**config.mk**
```make
export PLATFORM = sky130hd
export DESIGN_NAME = button_lock_ctrl
export DESIGN_NICKNAME = d
export VERILOG_FILES = /design/src/rtl/button_lock_pkg.sv /design/src/rtl/btn_debounce.sv /design/src/rtl/button_lock_ctrl.sv
export SDC_FILE = /design/constraint.sdc
export NUM_CORES = 1
export LEC_CHECK = 0
export ABC_AREA = 1
export CAP_MARGIN = 40
export CORE_MARGIN = 2
export CORE_UTILIZATION = 60
export CTS_BUF_LIST = sky130_fd_sc_hd__clkbuf_8
export CTS_CLUSTER_DIAMETER = 40
export DETAILED_ROUTE_END_ITERATION = 7
export PLACE_DENSITY = 0.77
export SLEW_MARGIN = 20
export SYNTH_ARGS = -nofsm -noshare
export SYNTH_HDL_FRONTEND = slang
export SYNTH_SLANG_ARGS = --single-unit
export TNS_END_PERCENT = 100
```
**constraint.sdc**
```tcl
create_clock -name clk -period 5.5 [get_ports clk]
set_input_delay 1.1 -clock clk [delete_from_list [all_inputs] [get_ports clk]]
set_output_delay 1.1 -clock clk [all_outputs]
set_load 0.005 [all_outputs]
```
**src/rtl/button_lock_pkg.sv**
```systemverilog
`default_nettype none
// ============================================================================
// Module      : button_lock_pkg
// Description : Shared types, constants and default parameter values for the
//               button combination lock controller.
// Revision    : 1.0 - initial release
// ============================================================================
package button_lock_pkg;

    // Lock controller states
    typedef enum logic [2:0] {
        ST_IDLE    = 3'd0,
        ST_ENTRY   = 3'd1,
        ST_PASS    = 3'd2,
        ST_FAIL    = 3'd3,
        ST_LOCKOUT = 3'd4
    } state_t;

    // Index of a pressed button (1..3); 0 marks an unusable entry
    typedef logic [1:0] btn_idx_t;

    localparam btn_idx_t INVALID_ENTRY = 2'b00;

    localparam int DEFAULT_DB_CYCLES   = 1250000;
    localparam int DEFAULT_SEQ_LEN     = 4;
    localparam int DEFAULT_MAX_TRIES   = 3;
    localparam int DEFAULT_LOCK_CYCLES = 625000000;

    // One-hot press vector to button index; simultaneous presses are invalid
    function automatic btn_idx_t btn_index(input logic [3:1] press);
        case (press)
            3'b001:  return 2'd1;
            3'b010:  return 2'd2;
            3'b100:  return 2'd3;
            default: return INVALID_ENTRY;
        endcase
    endfunction

endpackage
`default_nettype wire

```
**src/rtl/btn_debounce.sv**
```systemverilog
`default_nettype none
// ============================================================================
// Module      : btn_debounce
// Description : One input channel: 2-flop synchronizer, stability counter and
//               rising-edge detector. Emits a one-cycle press pulse
//               DB_CYCLES+3 cycles after a clean raw rising edge.
// Revision    : 1.0 - initial release
// ============================================================================
module btn_debounce #(
    parameter int DB_CYCLES = 1250000
) (
    input  logic clk,
    input  logic rst,
    input  logic i_raw,
    output logic o_press
);

    localparam int c_cnt_w = $clog2(DB_CYCLES + 1);

    logic               r_sync1;
    logic               r_sync2;
    logic               r_stable;
    logic               r_prev;
    logic               r_press;
    logic [c_cnt_w-1:0] r_cnt;
    logic [1:0]         r_fill;
    // Suppresses presses from a button already held when reset released
    logic               r_block;

    // Synchronize, debounce, detect rising edge of the debounced level
    always_ff @(posedge clk) begin
        if (rst) begin
            r_sync1  <= 1'b0;
            r_sync2  <= 1'b0;
            r_stable <= 1'b0;
            r_prev   <= 1'b0;
            r_press  <= 1'b0;
            r_cnt    <= '0;
            r_fill   <= 2'd0;
            r_block  <= 1'b1;
        end else begin
            r_sync1 <= i_raw;
            r_sync2 <= r_sync1;
            if (r_sync2 != r_stable) begin
                if (r_cnt == c_cnt_w'(DB_CYCLES - 1)) begin
                    r_stable <= r_sync2;
                    r_cnt    <= '0;
                end else begin
                    r_cnt <= r_cnt + c_cnt_w'(1);
                end
            end else begin
                r_cnt <= '0;
            end
            r_prev  <= r_stable;
            r_press <= r_stable & ~r_prev & ~r_block;
            if (r_fill != 2'd2) begin
                r_fill <= r_fill + 2'd1;
            end
            // Once the synchronizer reflects the real input, a low button arms
            if (r_block && (r_fill == 2'd2) && !r_sync2 && !r_stable) begin
                r_block <= 1'b0;
            end
        end
    end

    assign o_press = r_press;

endmodule
`default_nettype wire

```
**src/rtl/button_lock_ctrl.sv**
```systemverilog
`default_nettype none
// ============================================================================
// Module      : button_lock_ctrl
// Description : Combination lock driven by three entry buttons and a check
//               button. Compares the entered sequence against code, flags
//               pass/fail and locks out after repeated failures.
// Revision    : 1.0 - initial release
// ============================================================================
module button_lock_ctrl
    import button_lock_pkg::*;
#(
    parameter int DB_CYCLES   = DEFAULT_DB_CYCLES,
    parameter int SEQ_LEN     = DEFAULT_SEQ_LEN,
    parameter int MAX_TRIES   = DEFAULT_MAX_TRIES,
    parameter int LOCK_CYCLES = DEFAULT_LOCK_CYCLES
) (
    input  logic                 clk,
    input  logic                 clr,
    input  logic [3:1]           btn_raw,
    input  logic                 check,
    input  logic [2*SEQ_LEN-1:0] code,
    output logic                 blue,
    output logic                 red,
    output logic                 locked
);

    localparam int c_cnt_w = $clog2(SEQ_LEN + 1);
    localparam int c_try_w = $clog2(MAX_TRIES + 1);
    localparam int c_tmr_w = (LOCK_CYCLES > 1) ? $clog2(LOCK_CYCLES) : 1;

    logic [3:1]           w_btn_press;
    logic                 w_check_press;
    logic                 w_btn_any;
    btn_idx_t             w_btn_idx;
    logic                 w_match;

    state_t               r_state,      w_state_nxt;
    logic [c_cnt_w-1:0]   r_count,      w_count_nxt;
    logic [2*SEQ_LEN-1:0] r_entries,    w_entries_nxt;
    logic [c_try_w-1:0]   r_tries,      w_tries_nxt;
    logic [c_tmr_w-1:0]   r_lock_timer, w_timer_nxt;
    logic                 r_blue, r_red, r_locked;

    for (genvar g = 1; g <= 3; g++) begin : g_btn
        btn_debounce #(
            .DB_CYCLES (DB_CYCLES)
        ) u_db (
            .clk     (clk),
            .rst     (clr),
            .i_raw   (btn_raw[g]),
            .o_press (w_btn_press[g])
        );
    end

    btn_debounce #(
        .DB_CYCLES (DB_CYCLES)
    ) u_db_check (
        .clk     (clk),
        .rst     (clr),
        .i_raw   (check),
        .o_press (w_check_press)
    );

    assign w_btn_any = |w_btn_press;
    assign w_btn_idx = btn_index(w_btn_press);
    assign w_match   = (r_count == c_cnt_w'(SEQ_LEN)) && (r_entries == code);

    // Next-state, entry capture, retry and lockout timer logic
    always_comb begin
        w_state_nxt   = r_state;
        w_count_nxt   = r_count;
        w_entries_nxt = r_entries;
        w_tries_nxt   = r_tries;
        w_timer_nxt   = r_lock_timer;
        case (r_state)
            ST_IDLE, ST_ENTRY: begin
                // Check takes priority; a coincident button press is dropped
                if (w_check_press) begin
                    if (w_match) begin
                        w_state_nxt = ST_PASS;
                        w_tries_nxt = '0;
                    end else begin
                        w_state_nxt = ST_FAIL;
                        w_tries_nxt = r_tries + c_try_w'(1);
                    end
                end else if (w_btn_any) begin
                    if (r_state == ST_IDLE) begin
                        w_entries_nxt      = '0;
                        w_entries_nxt[1:0] = w_btn_idx;
                        w_count_nxt        = c_cnt_w'(1);
                        w_state_nxt        = ST_ENTRY;
                    end else if (r_count < c_cnt_w'(SEQ_LEN)) begin
                        w_entries_nxt[2*int'(r_count) +: 2] = w_btn_idx;
                        w_count_nxt = r_count + c_cnt_w'(1);
                    end
                end
            end
            ST_PASS: begin
                w_state_nxt = ST_PASS;
            end
            ST_FAIL: begin
                if (r_tries >= c_try_w'(MAX_TRIES)) begin
                    w_state_nxt = ST_LOCKOUT;
                    w_timer_nxt = '0;
                end else if (w_btn_any) begin
                    w_entries_nxt      = '0;
                    w_entries_nxt[1:0] = w_btn_idx;
                    w_count_nxt        = c_cnt_w'(1);
                    w_state_nxt        = ST_ENTRY;
                end
            end
            ST_LOCKOUT: begin
                if (r_lock_timer == c_tmr_w'(LOCK_CYCLES - 1)) begin
                    w_state_nxt   = ST_IDLE;
                    w_tries_nxt   = '0;
                    w_count_nxt   = '0;
                    w_entries_nxt = '0;
                    w_timer_nxt   = '0;
                end else begin
                    w_timer_nxt = r_lock_timer + c_tmr_w'(1);
                end
            end
            default: begin
                w_state_nxt = ST_IDLE;
            end
        endcase
    end

    // State register and registered outputs decoded from the next state
    always_ff @(posedge clk) begin
        if (clr) begin
            r_state      <= ST_IDLE;
            r_count      <= '0;
            r_entries    <= '0;
            r_tries      <= '0;
            r_lock_timer <= '0;
            r_blue       <= 1'b0;
            r_red        <= 1'b0;
            r_locked     <= 1'b0;
        end else begin
            r_state      <= w_state_nxt;
            r_count      <= w_count_nxt;
            r_entries    <= w_entries_nxt;
            r_tries      <= w_tries_nxt;
            r_lock_timer <= w_timer_nxt;
            r_blue       <= (w_state_nxt == ST_PASS);
            r_red        <= (w_state_nxt == ST_FAIL) || (w_state_nxt == ST_LOCKOUT);
            r_locked     <= (w_state_nxt == ST_LOCKOUT);
        end
    end

    assign blue   = r_blue;
    assign red    = r_red;
    assign locked = r_locked;

endmodule
`default_nettype wire

```
Word level (Yosys, flattened, before mapping) --
Index checks and enable logic that the tools add are counted.
Word-level totals: word-level logic and storage cells 185, ROM bits 0, register bits 165, input bits 14, memory bits (writable) 0, output and inout port bits 3, latch bits 0, memories kept 0
Cells by class: equality and inequality tests 37, $add $sub $neg 12, $lt $le $gt $ge 2, multiplexer cells 33, multipliers 0, shift-type cells 2, reduce and logical (&&, ||, !) cells 39, divide/modulo/power cells 0, bitwise operators 20
Operators by type and width (count):
- $add A21 B1 Y21 const B | 4
- $eq A21 B21 Y1 const B | 4
- $mux W30 | 2
- $pmux W30 S2 | 1
- $mux W8 | 7
- $mux W3 | 13
- $neg A4 Y33 | 1
- $shift A2 B33 Y8 const A | 1
- $shiftx A2 B33 Y8 | 1
- $add A30 B1 Y30 const B | 1
- $eq A30 B30 Y1 const B | 1
- $pmux W8 S3 | 1
- $ne A2 B2 Y1 const B | 10
- $eq A3 B2 Y1 const B | 5
- $reduce_or A3 Y1 | 5
- $logic_and A1 B1 Y1 | 13
- $eq A3 B3 Y1 const B | 4
- $not A1 Y1 | 12
- $pmux W3 S4 | 1
- $add A2 B1 Y2 const B | 5
- $reduce_and A2 Y1 | 5
- $pmux W3 S3 | 1
- $and A1 B1 Y1 | 8
- $bwmux W8 | 1
- other kinds (21) | 38

Logic depth before layout (Yosys ltp) --
depth in word-level cells 9, depth in mapped cells 12, gate-level depth less buffers 11

Cells and area by module --
A second synthesis with hierarchy kept.
Second synthesis, totals: cells, all modules 1298, area total of the unflattened synthesis 8725.9 sq um
Modules (own cells, without submodules):
- btn_debounce | seq. area each 580.6 sq um, area an instance 1398.8 sq um, times used 4, cells an instance 201
- button_lock_ctrl | seq. area each 980.9 sq um, area an instance 3130.5 sq um, times used 1, cells an instance 494

Worst setup path after synthesis --
OpenSTA, ideal clock, no wires.
kind input-to-reg, from in clr, to reg u_db_check.r_cnt[14], required time 5.420 ns, setup time 0.080 ns, slack 3.434 ns, buffers on the path 3, arrival time 1.986 ns, stages 6, cells stage by stage clkbuf_1 > inv_1 > buf_2 > nand4_1 > buf_2 > nor3b_1
On the way: word-level cells in the longest chain between the ends 1
RTL lines:
- start, declared | line button_lock_ctrl.sv:18 | input logic clr,
- $reduce_or A3 Y1 (no source line)
- end signal, assigned | line btn_debounce.sv:49 | r_cnt <= r_cnt + c_cnt_w'(1);
- end, declared | line btn_debounce.sv:25 | logic [c_cnt_w-1:0] r_cnt;
Every way passes these cells. A chain may end at the register's enable or synchronous reset.

Worst setup path in the final report --
from reg r_locked, in the netlist locked, to out locked
RTL lines:
- start, declared | line button_lock_ctrl.sv:42 | logic r_blue, r_red, r_locked;
- start signal, assigned | line button_lock_ctrl.sv:148 | r_locked <= (w_state_nxt == ST_LOCKOUT);
- end, declared | line button_lock_ctrl.sv:24 | output logic locked
No word-level cell between the ends.

==> results.yml <==
timing:
  post-route-min-period_ns: 2.357
  min_period_over_period_pct: 42.86
  worst_pin_slew_ns: 0.5891
  clock.fmax_mhz: 424.2
  clock_skew_ns: 0.01046
  fin_tns_setup_ns: 0
  final_max_slew_viol_count: 0
  max-slew-margin-rel_pct: 60.31
  timing.hold.ws_ns: 0.3827
  hold_violations: 0
  rsz0062_at_grt: "no"
  timing.final.setup_violations: 0
place:
  port_buffers: 16
  dp_hpwl_um: 11740
  dpl_cell_area_um2: 8647
  gp_congestion: 0.8763
synth:
  synth.top_cell.area_share_pct: 39.66
  yosys.area.top_type: "dfxtp_1"
  yosysSeqAreaShare_pct: 39.66
  yosys-top-cells-area: "dfxtp_1 (40%), nand2_1 (13%), nor2_1 (7.7%), inv_1 (6.9%), a21oi_1 (4.4%)"
  yosys_most_used_dff: "dfxtp_1"
  avgSynthCellArea_um2: 6.815
  synth_edf_count: 0
  synthArstFlopShare_pct: 0
  postSynthCellCount: 1222
  netlist_area_um2: 8328
  ys_ff_latch: 165
  yosys_warnings: 0
  synth_cell_types: 42
  synth.most_common_cell: "nand2_1"
  netlist_top_cells_count: "nand2_1 (288), nor2_1 (171), dfxtp_1 (165), inv_1 (153), a21oi_1 (73)"
  synth_fp_nets: 1253
drt:
  wirelength_um: 16190
  routed_via_density: 5.141
  via_count: 7367
  wire_per_inst_um: 11.30
  drc: 0
  firstDrtPassIters: 7
  ant_nets: 0
  drt_iter0_drc: 491
worst_setup_path:
  worstReg2RegStart: "u_db_check.r_cnt[0]"
  cpPeakStageDelay_ns: 0.49
  worstPathArrival_ns: 1.26
  critical_path_class: "reg2out"
  worstPathCellList: "clkdlybuf4s50_1"
  cp.required_ns: 4.40
  cp.buffers_inverters: 1
  endpoint_kind: "output port"
  worst_setup_path_start_kind: "flip-flop"
  ff2ff_path_depth: 9
  worst-path-stages: 1
  rrSetupSlack_ns: 3.35
  cp_top_family: "buffers and inverters"
  cp-endpoint: "locked"
  slowest_stage: "clkdlybuf4s50_1"
  crit_path_start: "locked"
  r2r_end: "u_db_check.r_cnt[20]"
  worst-path-max-fanout: 1
global_routing:
  antenna_found_initial: 0
  grt.total_usage_pct: 23.24
  grt_max_degree: 45
  grt-ovfl-total: 0
  grt_pass1_wl_um: 28340
  first_global_vias: 6624
clocking:
  cts-root-buf: "clkbuf_8"
  post_cts_buffers: 0
  clock_path_buffers: 2
  postCtsHoldBufs: 0
  numCtsBuffers: 17
  clk_pin_slew_worst_paths_ns: 0.09
  clkLatencyLatePin_ns: 0.46
  cts_resized: 0
  cts_tree: "built"
  htree_levels: 4
  cts.sinks: 165
floorplanning:
  start_util_pct: 60.70
  core-area_um2: 13720
  fp.dieH_um: 121.8
  die-area_um2: 14840
  ios: 17
  fp.dieW_um: 121.8
  fp-row-count: 43
finish:
  multi_input_area_um2: 4318
  final_area_um2: 9034
  syn_to_final_growth_pct: 8.474
  seqCellArea_um2: 3303
  nets: 1272
  fillers: 1263
  antenna_cells: 0
  drive_gt1_share_pct: 6.464
power:
  power_density_nw_per_um2: 241.7
  p_leak_uw: 0.003293
  finalPower_uw: 2184
  ir_drop_mv: 0.1470
job:
  drv_cap: 0
outcome:
  status: "finished clean"
worst_hold_path:
  hp-class: "reg2reg"
sequential cells by signal, indices dropped and copies added (netlist names), 2 cells and up, named ones only:
register,cells
r_entries,6
g_btn.u_db.o_press,3
g_btn.u_db.r_prev,3
g_btn.u_db.r_fill,6
r_state,3
g_btn.u_db.r_block,3
g_btn.u_db.r_sync1,3
g_btn.u_db.r_sync2,3
r_tries,2
g_btn.u_db.r_cnt,63
r_lock_timer,30
r_count,3
g_btn.u_db.r_stable,3
u_db_check.r_cnt,21
u_db_check.r_fill,2
worst min-delay path by stage:
stage | slack, ns | startpoint | endpoint | cells after the start
2_1_floorplan | 0.37 | g_btn[1].u_db.r_prev | g_btn[1].u_db.o_press | 1
3_3_place_gp | 0.38 | g_btn[3].u_db.r_prev | g_btn[3].u_db.o_press | 1
3_5_place_dp | 0.38 | g_btn[1].u_db.r_prev | g_btn[1].u_db.o_press | 1
5_1_grt | 0.40 | g_btn[1].u_db.r_prev | g_btn[1].u_db.o_press | 1
6_report | 0.38 | g_btn[1].u_db.r_prev | g_btn[1].u_db.o_press | 1
4_1_cts | 0.39 | g_btn[1].u_db.r_prev | g_btn[1].u_db.o_press | 1
metal layers:
metal,track usage (%),wire length [um]
met5,0,0
met4,7.040,133
met3,5.524,614
met2,38.16,7346
met1,30.39,8093
metrics by stage:
step | worst slack [ns] | instances | util (%)
2_1_floorplan | 3.434 | 1222 | -
3_3_place_gp | 2.683 | 1400 | 62.86
3_5_place_dp | 2.899 | 1402 | 63.03
4_1_cts | 3.108 | 1433 | 65.85
5_1_grt | 3.076 | 1433 | 65.85
6_report | 3.143 | 1433 | 65.85
layout by cell type (no fill, tap or decap), types with 2 or more instances in the layout:
cell type,netlist,final
nor2_2,7,7
inv_2,4,4
or2_2,13,13
nor3_2,4,4
inv_1,153,153
xnor2_1,7,7
nand3_2,3,3
buf_6,2,2
nor4_1,8,8
xor2_1,30,30
buf_4,0,4
nand2_2,6,6
nand3b_1,4,4
clkbuf_8,0,21
nor2_1,171,171
ha_1,17,17
nor2_4,2,2
a211oi_1,2,2
nor3b_1,17,17
o21ai_1,10,10
a21oi_1,73,73
inv_6,0,2
clkdlybuf4s50_1,0,15
nand3_1,69,69
nand2_1,288,288
nor3_1,65,65
nand4_1,34,34
o21ai_0,35,35
dfxtp_1,165,165
clkinvlp_4,0,6
area by class of cell:
| class | count | share of cell area, % |
|---|---|---|
| Timing Repair Buffer | 22 | 2.299 |
| Tap cell | 180 | 2.493 |
| Clock inverter | 10 | 1.080 |
| Sequential cell | 165 | 36.57 |
| Inverter | 158 | 6.565 |
| Multi-Input combinational cell | 877 | 47.80 |
| Clock buffer | 21 | 3.199 |
worst register-to-register path, cell delays in order, from the launching register on:
cell and delay, ns:
dfxtp_1 0.46, ha_1 0.21, nand2_1 0.07, nor2_1 0.19, nand2_1 0.11, nor3_1 0.25, nand2_1 0.13, nand4_1 0.35
buf_6 0.22, a21oi_1 0.07
logic make-up after synthesis:
logic type / Yosys count / share of synthesized area, %
AOI/OAI and AO/OA: 127 / 7.903
buffers and inverters: 180 / 8.488
DFF: 165 / 39.66
xor gates and xnor gates: 37 / 3.891
adders and majority gates: 17 / 2.554
and+or+nand+nor: 696 / 37.50
where the power goes:
group	internal, uW	total (uW)	switching [uW]
combinational	38.2	92.1	53.9
sequential	1230	1240	16.3
clock	405	848	443
total	1670	2180	513
Note: power is estimated with default switching activity, not from simulation.
